## config.mk

```make
export PLATFORM = sky130hd
export DESIGN_NAME = fwd_hazard_ctrl
export DESIGN_NICKNAME = d
export VERILOG_FILES = /design/src/rtl/fwd_hazard_ctrl_pkg.sv /design/src/rtl/fwd_hazard_ctrl_fwd_sel.sv /design/src/rtl/fwd_hazard_ctrl.sv
export SDC_FILE = /design/constraint.sdc
export NUM_CORES = 1
export LEC_CHECK = 0
export ABC_AREA = 0
export CAP_MARGIN = 20
export CORE_AREA = 2 2 56 45
export CTS_CLUSTER_DIAMETER = 200
export DETAILED_ROUTE_END_ITERATION = 8
export DIE_AREA = 0 0 58 47
export PLACE_DENSITY = 0.87
export SKIP_CTS_REPAIR_TIMING = 1
export SYNTH_ARGS = -nofsm -noshare
export SYNTH_HDL_FRONTEND = slang
export SYNTH_SLANG_ARGS = --single-unit
```

## constraint.sdc

```tcl
create_clock -name clk -period 4.1 [get_ports clk]
set_input_delay 0.41 -clock clk [delete_from_list [all_inputs] [get_ports clk]]
set_output_delay 0.41 -clock clk [all_outputs]
set_load 0.05 [all_outputs]
```

## src/rtl/fwd_hazard_ctrl_pkg.sv

```systemverilog
// Shared types for the decode-stage forwarding/hazard controller: operand-select
// codes, the per-stage shadow control record and the match rule used by every stage.
package fwd_hazard_ctrl_pkg;

    localparam int REG_AW_DFLT = 5;
    localparam int ZR_REG_IDX  = 31;

    typedef enum logic [1:0] {
        FWD_RF  = 2'b00,
        FWD_EX  = 2'b01,
        FWD_MEM = 2'b10,
        FWD_WB  = 2'b11
    } fwd_sel_t;

    typedef struct packed {
        logic [REG_AW_DFLT-1:0] rd;
        logic                   regwrite;
        logic                   memtoreg;
    } stage_ctl_t;

    // A stage can feed a source only if it writes a real register equal to that source.
    function automatic logic stage_hit(
        input stage_ctl_t             stage,
        input logic [REG_AW_DFLT-1:0] src,
        input logic                   use_src,
        input logic [REG_AW_DFLT-1:0] zr
    );
        return use_src & stage.regwrite & (stage.rd == src) & (src != zr);
    endfunction

endpackage

```

## src/rtl/fwd_hazard_ctrl_fwd_sel.sv

```systemverilog
// Combinational operand-select priority encoder for one source register:
// the youngest matching stage (E, then M, then W) supplies the operand.
module fwd_sel
    import fwd_hazard_ctrl_pkg::*;
#(
    parameter int ZR_REG = ZR_REG_IDX
) (
    input  logic [REG_AW_DFLT-1:0] src,
    input  logic                   use_src,
    input  stage_ctl_t             stage_e,
    input  stage_ctl_t             stage_m,
    input  stage_ctl_t             stage_w,
    output fwd_sel_t               sel
);

    localparam logic [REG_AW_DFLT-1:0] ZR = REG_AW_DFLT'(ZR_REG);

    logic hit_e;
    logic hit_m;
    logic hit_w;

    assign hit_e = stage_hit(stage_e, src, use_src, ZR);
    assign hit_m = stage_hit(stage_m, src, use_src, ZR);
    assign hit_w = stage_hit(stage_w, src, use_src, ZR);

    always_comb begin
        sel = FWD_RF;
        if (hit_e) begin
            sel = FWD_EX;
        end else if (hit_m) begin
            sel = FWD_MEM;
        end else if (hit_w) begin
            sel = FWD_WB;
        end
    end

endmodule

```

## src/rtl/fwd_hazard_ctrl.sv

```systemverilog
// Decode-stage forwarding and load-use hazard controller with an E/M/W shadow pipeline.
// Optional performance counters are built when FWD_HAZARD_PERF_EN is defined.
module fwd_hazard_ctrl
    import fwd_hazard_ctrl_pkg::*;
#(
    parameter int REG_AW = REG_AW_DFLT,
    parameter int ZR_REG = ZR_REG_IDX,
    parameter int CNT_W  = 32
) (
    input  logic              clk,
    input  logic              reset,
    input  logic              dec_valid,
    input  logic [REG_AW-1:0] dec_rn,
    input  logic [REG_AW-1:0] dec_rm,
    input  logic              dec_use_rn,
    input  logic              dec_use_rm,
    input  logic [REG_AW-1:0] dec_rd,
    input  logic              dec_regwrite,
    input  logic              dec_memtoreg,
    input  logic              flush,
    output logic [1:0]        fwdr1,
    output logic [1:0]        fwdr2,
    output logic              stall,
    output logic              bubble
`ifdef FWD_HAZARD_PERF_EN
    ,
    output logic [CNT_W-1:0]  perf_stall_cnt,
    output logic [CNT_W-1:0]  perf_fwd_cnt
`endif
);

    stage_ctl_t e_q;
    stage_ctl_t m_q;
    stage_ctl_t w_q;
    logic       e_valid_q;

    fwd_sel_t   rn_sel;
    fwd_sel_t   ab_sel;
    logic       ld_use;

    fwd_sel #(.ZR_REG(ZR_REG)) u_fwd_rn (
        .src     (dec_rn),
        .use_src (dec_use_rn),
        .stage_e (e_q),
        .stage_m (m_q),
        .stage_w (w_q),
        .sel     (rn_sel)
    );

    fwd_sel #(.ZR_REG(ZR_REG)) u_fwd_ab (
        .src     (dec_rm),
        .use_src (dec_use_rm),
        .stage_e (e_q),
        .stage_m (m_q),
        .stage_w (w_q),
        .sel     (ab_sel)
    );

    assign fwdr1 = rn_sel;
    assign fwdr2 = ab_sel;

    // An EX-forward code already encodes "E writes this used, non-zero source",
    // so a load in E plus either EX code is exactly the load-use condition.
    assign ld_use = dec_valid & ~flush & e_valid_q & e_q.memtoreg
                  & ((rn_sel == FWD_EX) | (ab_sel == FWD_EX));

    assign stall  = ld_use;
    assign bubble = flush | ld_use;

    // Shadow pipeline advance: decode -> E -> M -> W
    always_ff @(posedge clk or posedge reset) begin
        if (reset) begin
            e_q       <= '0;
            m_q       <= '0;
            w_q       <= '0;
            e_valid_q <= 1'b0;
        end else begin
            w_q <= m_q;
            m_q <= e_q;
            if (bubble) begin
                e_q       <= '0;
                e_valid_q <= 1'b0;
            end else begin
                e_q       <= '{rd:       dec_rd,
                               regwrite: dec_valid & dec_regwrite,
                               memtoreg: dec_valid & dec_memtoreg};
                e_valid_q <= dec_valid;
            end
        end
    end

`ifdef FWD_HAZARD_PERF_EN
    logic [1:0] fwd_inc;

    assign fwd_inc = {1'b0, (fwdr1 != 2'b00)} + {1'b0, (fwdr2 != 2'b00)};

    always_ff @(posedge clk or posedge reset) begin
        if (reset) begin
            perf_stall_cnt <= '0;
            perf_fwd_cnt   <= '0;
        end else begin
            if (stall) begin
                perf_stall_cnt <= perf_stall_cnt + CNT_W'(1);
            end
            if (!stall && dec_valid) begin
                perf_fwd_cnt <= perf_fwd_cnt + CNT_W'(fwd_inc);
            end
        end
    end
`else
    // Counter width only matters when the counters exist.
    if (CNT_W < 1) begin : g_cnt_w_unused
    end
`endif

endmodule

```

# --- Yosys cells after proc, flatten, opt, wreduce, memory -nomap -nowiden ---
# Index checks and enable logic that the tools add are counted.
totals:
  in_bits: 23
  regBits: 20
  output_inout_bits: 6
  wordCells: 53
op_classes:
  muxes: 8
  eq_ne: 10
  bitwise_logic: 27
ops:
  columns: ["cell", "count"]
  rows:
  - ["$eq A5 B5 Y1", 6]
  - ["$and A1 B1 Y1", 24]
  - ["$mux W2", 6]
  - ["$ne A5 B5 Y1 const B", 2]
  - ["$mux W7", 1]
  - ["$eq A2 B1 Y1 const B", 2]
  - ["$or A1 B1 Y1", 2]
  - ["$mux W1", 1]
  - ["$not A1 Y1", 1]

# --- Depth between registers and ports, before layout ---
logic_depth:
  depth_word: 11
  mapped_depth: 5
  ltp_nobuf: 5

# --- By module ---
# Synthesis repeated with hierarchy kept, for this count alone.
hier_totals:
  cells_unflattened: 93
  hier_area_um2: 1103.6
by_module_without_submodules:
  columns: ["module", "n_inst", "seq_area_each_um2", "area_each_um2", "cells_per_inst"]
  rows:
  - ["fwd_hazard_ctrl", 1, 550.5, 665.6, 39]
  - ["fwd_sel", 2, 0.0, 219.0, 27]

# --- Least setup slack after synthesis ---
# Ideal clock, no wire load.
synth_path:
  kind: "input to output"
  from: "input dec_rm[0]"
  to: "output fwdr2[0]"
  cell_stages: 4
  slack_ns: 1.540
  arrival_time_ns: 2.150
  required_time_ns: 3.690
  n_path_buf: 0
  path_cell_list: "xor2_1 > nor4_1 > nand3_1 > o31ai_1"
synth_between:
  elab_chain_cells: 6
  word_cells_on_any_way: 13
  classes_between: "4 x eq/ne; 3 x mux; 6 x bitwise"
synth_lines:
  columns: ["element", "line", "rtl"]
  rows:
  - ["from (decl)", "fwd_hazard_ctrl.sv:14", "input logic [REG_AW-1:0] dec_rm,"]
  - ["$eq A5 B5 Y1", "fwd_hazard_ctrl_pkg.sv:28", "return use_src & stage.regwrite & (stage.rd == src) & (src != zr);"]
  - ["$and A1 B1 Y1 (2 in a row)", "fwd_hazard_ctrl_pkg.sv:28", null]
  - ["$mux W2", "fwd_hazard_ctrl_fwd_sel.sv:32", "end else if (hit_w) begin"]
  - ["$mux W2", "fwd_hazard_ctrl_fwd_sel.sv:30", "end else if (hit_m) begin"]
  - ["$mux W2 *", "fwd_hazard_ctrl_fwd_sel.sv:28", "if (hit_e) begin"]
  - ["to (decl)", "fwd_hazard_ctrl.sv:22", "output logic [1:0] fwdr2,"]
# Mark *: on every way between the ends. The rest lies on a longest branch, timed or not.

# --- Final worst setup path ---
layout_path:
  from: "input dec_rm[4]"
  to: "output bubble"
layout_between:
  elab_chain_cells: 10
  word_cells_on_any_way: 17
  classes_between: "5 x eq/ne; 3 x mux; 9 x bitwise"
layout_lines:
  columns: ["element", "line", "rtl"]
  rows:
  - ["$eq A5 B5 Y1", "fwd_hazard_ctrl_pkg.sv:28", null]
  - ["$and A1 B1 Y1 (2 in a row)", "fwd_hazard_ctrl_pkg.sv:28", null]
  - ["$mux W2", "fwd_hazard_ctrl_fwd_sel.sv:32", null]
  - ["$mux W2", "fwd_hazard_ctrl_fwd_sel.sv:30", null]
  - ["$mux W2 *", "fwd_hazard_ctrl_fwd_sel.sv:28", null]
  - ["$eq A2 B1 Y1 *", "fwd_hazard_ctrl.sv:65", "& ((rn_sel == FWD_EX) | (ab_sel == FWD_EX));"]
  - ["$or A1 B1 Y1 *", "fwd_hazard_ctrl.sv:65", null]
  - ["$and A1 B1 Y1 *", "fwd_hazard_ctrl.sv:65", null]
  - ["$or A1 B1 Y1 *", "fwd_hazard_ctrl.sv:68", "assign bubble = flush | ld_use;"]
  - ["to (decl)", "fwd_hazard_ctrl.sv:24", "output logic bubble"]
# Marked as above.

==> qor.yml <==
finalHoldViolCount: 0
layout-drive-gt1-share_pct: 5.69
grt_pass1_vias: 787
max-vdd-ir-drop_v: 0.000209
row_count: 15
worst_skew_pair.late_latency_ps: 290
antenna_found_initial: 0
grt_pass1_wl_mm: 3.26
total_power_w: 0.000443
synth_top_area_share_pct: 49.1
crit_buf_inv: 2
routabilityCongestion: 0.873
grt_setup_unrepaired: "no"
io_buffers: 28
hold_depth: 0
worstMarginPinSlew_ps: 730
status: "complete, no violations"
synthArstFlopShare_pct: 100
overflow: 0
via_per_inst: 5.22
htreeDepth: 1
cp_max_fo: 10
fp.dieW_um: 58
worstPathRequired_ps: 3690
cts_tree: "built"
period_share_pct: 81.7
crit_family: "buffers and inverters"
cp.arrival_ps: 2940
drtIter0Drc: 19
r2r_cells: 5
endpoint: "bubble"
fillers: 186
clock_path_buffers: 2
path_clk_slew_ps: 110
clkSinkCount: 20
maxCapViolCount: 0
dp_hpwl_mm: 1.70
ys_warn_count: 0
fmax_mhz: 299
ys_seq_area_share_pct: 49.1
period_needed_ps: 3350
syn-cell-area_um2: 1020
p_leak_nw: 0.582
setup_viol: 0
reg2reg_slack_ps: 2420
powerDensity_nw_per_um2: 320
fin_ws_ps: 750
track_usage_pct: 16.3
synthDistinctLibCells: 20
path_class: "primary input to output port"
finalSetupTns_ps: 0
dieArea_um2: 2730
cts-buffers-inserted: 3
hold_class: "register to register"
syn_nets: 114
end_kind: "output port"
die_y_um: 47
syn_to_final_growth_pct: 35.7
worstReg2RegEnd: "e_q[3]"
ant_nets: 0
dp_slack_ps: 767
num_vias: 772
initial_core_util_pct: 46.8
synth_seq_cells: 20
ys_top_cells_by_count: "dfrtp_1 (20), xor2_1 (16), xnor2_1 (14)"
crit_path_cell_trace: "clkdlybuf4s50_1 > xor2_1 > nor4_1 > nand4b_1 > a21oi_4 > or2_1 > clkdlybuf4s50_1"
core_area_um2: 2180
routed_wl_mm: 2.11
crit_start: "dec_rm[4]"
layout.nets: 147
drc: 0
crit_slowest_cell: "clkdlybuf4s50_1"
grt_start_max_net_pins: 21
ios: 29
path_depth: 7
netlist_instances: 91
synth.avg_cell_area_um2: 11.2
firstDrtPassIters: 4
synth_edf_count: 0
yosys-top-cells-area: "dfrtp_1 (49%), xor2_1 (14%), xnor2_1 (12%)"
synth.most_common_cell: "dfrtp_1"
r2r-start: "e_q[4]"
slew_violations: 0
synth_area_leader_cell: "dfrtp_1"
clock-root-buffer: "clkbuf_4"
fin_skew_ps: 1.89
slowest_delay_ps: 790
cp_common_cell: "clkdlybuf4s50_1"
antenna_cells: 0
cp-start-kind: "primary input"
yosys_most_used_dff: "dfrtp_1"
wl_per_cell_um: 14.2
relSlewSlack_pct: 51.3
==> worst reg2reg max path, delay by kind of cell (launching register included) <==
kind,cells,cell delay (ps)
XOR/XNOR,1,150
AO/OA/AOI/OAI,1,320
AND/OR/NAND/NOR,3,660
flip-flops,1,440
==> state kept, by name, summed over array words and instances, names as in the netlist <==
| register | cells |
|---|---|
| e_q | 7 |
| m_q | 6 |
| w_q | 6 |
| e_valid_q | 1 |
==> cells in the final DEF (no fill, tap or decap), drive strengths merged <==
cell type,n
o31ai,2
clkdlybuf4s50,28
nand3,5
o21a,2
xnor2,14
bufinv,1
a21oi,1
clkbuf,3
nand2,6
or2,1
nor2,4
nand4,2
inv,1
nand4b,2
nor3,2
nor4,4
xor2,16
nor2b,2
nor3b,5
o21ai,2
dfrtp,20
==> through the flow <==
step / area (um^2) / instances / utilization (%) / hold slack, ps
after floorplan: 1020 / 91 / - / 374
after global placement: 1330 / 144 / 61.1 / 390
after detailed placement: 1330 / 144 / 61.1 / 396
after CTS: 1380 / 148 / 63.6 / 420
after global routing: 1380 / 148 / 63.6 / 428
final: 1380 / 148 / 63.6 / 418
==> layer usage <==
metal / wire (um) / GRT usage (%) / up-vias
met1: 876 / 18.4 / 363
li1: - / - / 373
met4: 13 / 5.12 / 0
met5: 0 / 0 / -
met3: 192 / 3.31 / 2
met2: 1020 / 31.8 / 34
==> area by class of cell <==
| cell class | instances | area, um^2 | area share (%) |
|---|---|---|---|
| repair buffers | 28 | 280 | 20.3 |
| multi-input cells | 70 | 515 | 37.3 |
| clock inverters | 1 | 30.0 | 2.17 |
| well taps | 25 | 31.3 | 2.26 |
| clock buffers | 3 | 22.5 | 1.63 |
| flip-flops and latches | 20 | 500 | 36.2 |
| inverters | 1 | 3.75 | 0.271 |
==> cell families after synthesis <==
| kind of cell | share of synthesized area, % |
|---|---|
| xor+xnor | 25.8 |
| flops | 49.1 |
| compound gates | 5.52 |
| simple gates | 19.3 |
| buf+inv | 0.368 |
==> power by group <==
part           internal [W]  switching, W
combinational     0.0000398     0.0000318
sequential         0.000207    0.00000887
clock             0.0000987     0.0000569
total              0.000345     0.0000976
==> worst min-delay path by stage <==
stage | from | to | slack [ps]
after floorplan | reset | e_q[0] | 370
after global placement | m_q[1] | w_q[1] | 390
after detailed placement | m_q[1] | w_q[1] | 400
after CTS | m_q[1] | w_q[1] | 420
after global routing | m_q[1] | w_q[1] | 430
final | m_q[1] | w_q[1] | 420
(Power assumes the default switching activity.)
==> patch: new RTL, same settings <==
The package constant `REG_AW_DFLT` goes from 5 to 6.
--- a/src/rtl/fwd_hazard_ctrl_pkg.sv
+++ b/src/rtl/fwd_hazard_ctrl_pkg.sv
@@ -2,7 +2,7 @@
 // codes, the per-stage shadow control record and the match rule used by every stage.
 package fwd_hazard_ctrl_pkg;
 
-    localparam int REG_AW_DFLT = 5;
+    localparam int REG_AW_DFLT = 6;
     localparam int ZR_REG_IDX  = 31;
 
     typedef enum logic [1:0] {
Ports: changed (resized dec_rd, dec_rm and dec_rn); port bits go from 29 to 32. The function was not compared with the original's and may differ.
==> patch against the original RTL <==
- via count grew 17%
- critical path type unchanged
- first-iteration DRC count rose by 16%
- count of clock-buffer cells in the layout grew 1
- power shrank 0.96%
- hold slack better by 0.014 ns
- sequential cell count is 3 higher
- wire length increased by 37%
- synthesized cell count grew 14%
- synthesized area increased by 16%
- largest power group unchanged
- non-clock buffer count rose by 3
- setup slack got worse by 0.17 ns
- final area up 11%
- largest cell class unchanged
==> patch: results (changes against the original RTL) <==
** Routing
- Total via count after detailed routing :: 904 (+17%)
- The detailed-routing iteration count for the pre-antenna-repair pass came to 4 (unchanged).
- Detailed Route Iter0 Violations :: 22 (+3)
- Routed wire length per instance :: 17.7 µm (+24%)

** Worst setup path
- Worst Reg2Reg Path Length in Cells :: 5 (unchanged)
- In this design, the stage delay of the slowest critical-path cell is 0.80 ns.
- R2R setup slack :: 2.28 ns (-0.14 ns)
- In this run the critical register-to-register path is captured at e_q[6]$_DFF_PP0_.
- Worst reg2reg path startpoint :: e_q[3]$_DFF_PP0_
- Endpoint arrival time on the critical path :: 3.11 ns (+0.17 ns)
- The maximum fanout along the worst path was 11 (+1).
- Critical path origin :: dec_rm[5]

** STA
- Worst max-slew margin expressed relative to the limit :: 41.9% (-9.4 points)
- Clock Skews :: 0.00274 ns (+0.000853 ns)

** Status
- The run finished with clean final reports.

** Logic synthesis
- The unique cell type count in the Yosys netlist was 18 (-10%).
- The part of the Yosys area used for sequential elements is 48.6% (-0.45 points).
- Synth area leaders :: sky130_fd_sc_hd__dfrtp_1, sky130_fd_sc_hd__xnor2_1, sky130_fd_sc_hd__nor3b_1
- Most numerous cell types in the synthesized netlist :: sky130_fd_sc_hd__xnor2_1, sky130_fd_sc_hd__dfrtp_1, sky130_fd_sc_hd__nand3_1, sky130_fd_sc_hd__nand4_1, sky130_fd_sc_hd__nor3b_1
- The net count after synthesis is 130 (+14%).

** Placed design
- The placer's final routability congestion estimate is 0.885 (+1.4%).
- Port Buffers :: 31 (+11%)
- The estimated wirelength of the detail-placed design came to 2300 µm (+35%).

** Clock tree
- Clock Path Buffers :: 2 (unchanged)
- Buffer cell driving the clock tree root :: sky130_fd_sc_hd__clkbuf_4

** Final layout
- The largest registers in the layout are e_q (8), m_q (7), w_q (7).
- Antenna diodes :: 0 (unchanged)
- The fraction of final layout cells sized beyond drive strength 1 came to 5.80% (+0.11 points).
- The number of nets in the layout is 165 (+12%).

** GRT
- Vias in the first global route :: 938 (+19%)
- The number of antenna violations at the first check in global routing was 0 (unchanged).
- The overall routing resource usage came to 23.4% (+7.1 points).
- The largest net degree at the start of global routing was 24 (+14%).
- The wire length of the first global-routing pass was 4430 µm (+36%).

** Power
- The leakage power came to 0.563 nW (-3.2%).
- VDD IR max :: 0.213 mV (+1.9%)

** Hold path
- Beginning of the worst hold path :: m_q[1]$_DFF_PP0_
- Cell depth of the worst min-delay path :: 0 (unchanged)
- For hold timing, the worst endpoint is w_q[1]$_DFF_PP0_.
## patch: changes by cell type after synthesis, sizes merged, moves of 3 or more
cell   delta
xnor2    +22
xor2     -16
nand4     +4
nor4      -4
dfrtp     +3
## patch: layout make-up
| type | instances | area (µm²) |
|---|---|---|
| Tap cell | 25 | 31.3 |
| Sequential cell | 23 | 576 |
| Inverter | 1 | 3.75 |
| Fill cell | 177 | 637 |
| Multi-Input combinational cell | 79 | 593 |
| Clock buffer | 4 | 26.3 |
| Timing Repair Buffer | 31 | 310 |
## patch: stage by stage
stage	power, mW	cells	setup WS (ns)	hold WS [ns]	cell area [µm²]
6_report	0.439	163	0.581	0.432	1540
3_5_place_dp	0.343	159	0.598	0.408	1510
4_1_cts	0.445	163	0.582	0.431	1540
3_3_place_gp	0.338	159	0.676	0.386	1510
5_1_grt	0.456	163	0.494	0.454	1540
2_1_floorplan	0.297	104	1.25	0.373	1180
## patch: per-layer routing
metal	GRT usage (%)	wire length, µm
met1	27.0	1120
met2	43.9	1500
met4	12.6	42
met3	3.03	226
met5	0	0
## patch: logic make-up (layout without fill, tap and decap cells)
family,after synthesis,count (layout),share of synthesized area [%]
flops,23,23,48.6
buf+inv,2,36,1.27
compound gates,7,7,4.97
simple gates,36,36,18.5
xor+xnor,36,36,26.6
## patch: power breakdown
group          leakage, nW  internal (mW)  total (mW)  switching, mW
Clock               0.0150         0.0379       0.100         0.0625
Combinational        0.249         0.0500      0.0889         0.0389
Sequential           0.299          0.238       0.249         0.0114
Total                0.563          0.326       0.439          0.113
## patch: critical path: cells and delay by family
kind | cells | cell delay [ns]
compound gates | 2 | 0.50
buf+inv | 2 | 1.42
simple gates | 3 | 0.77
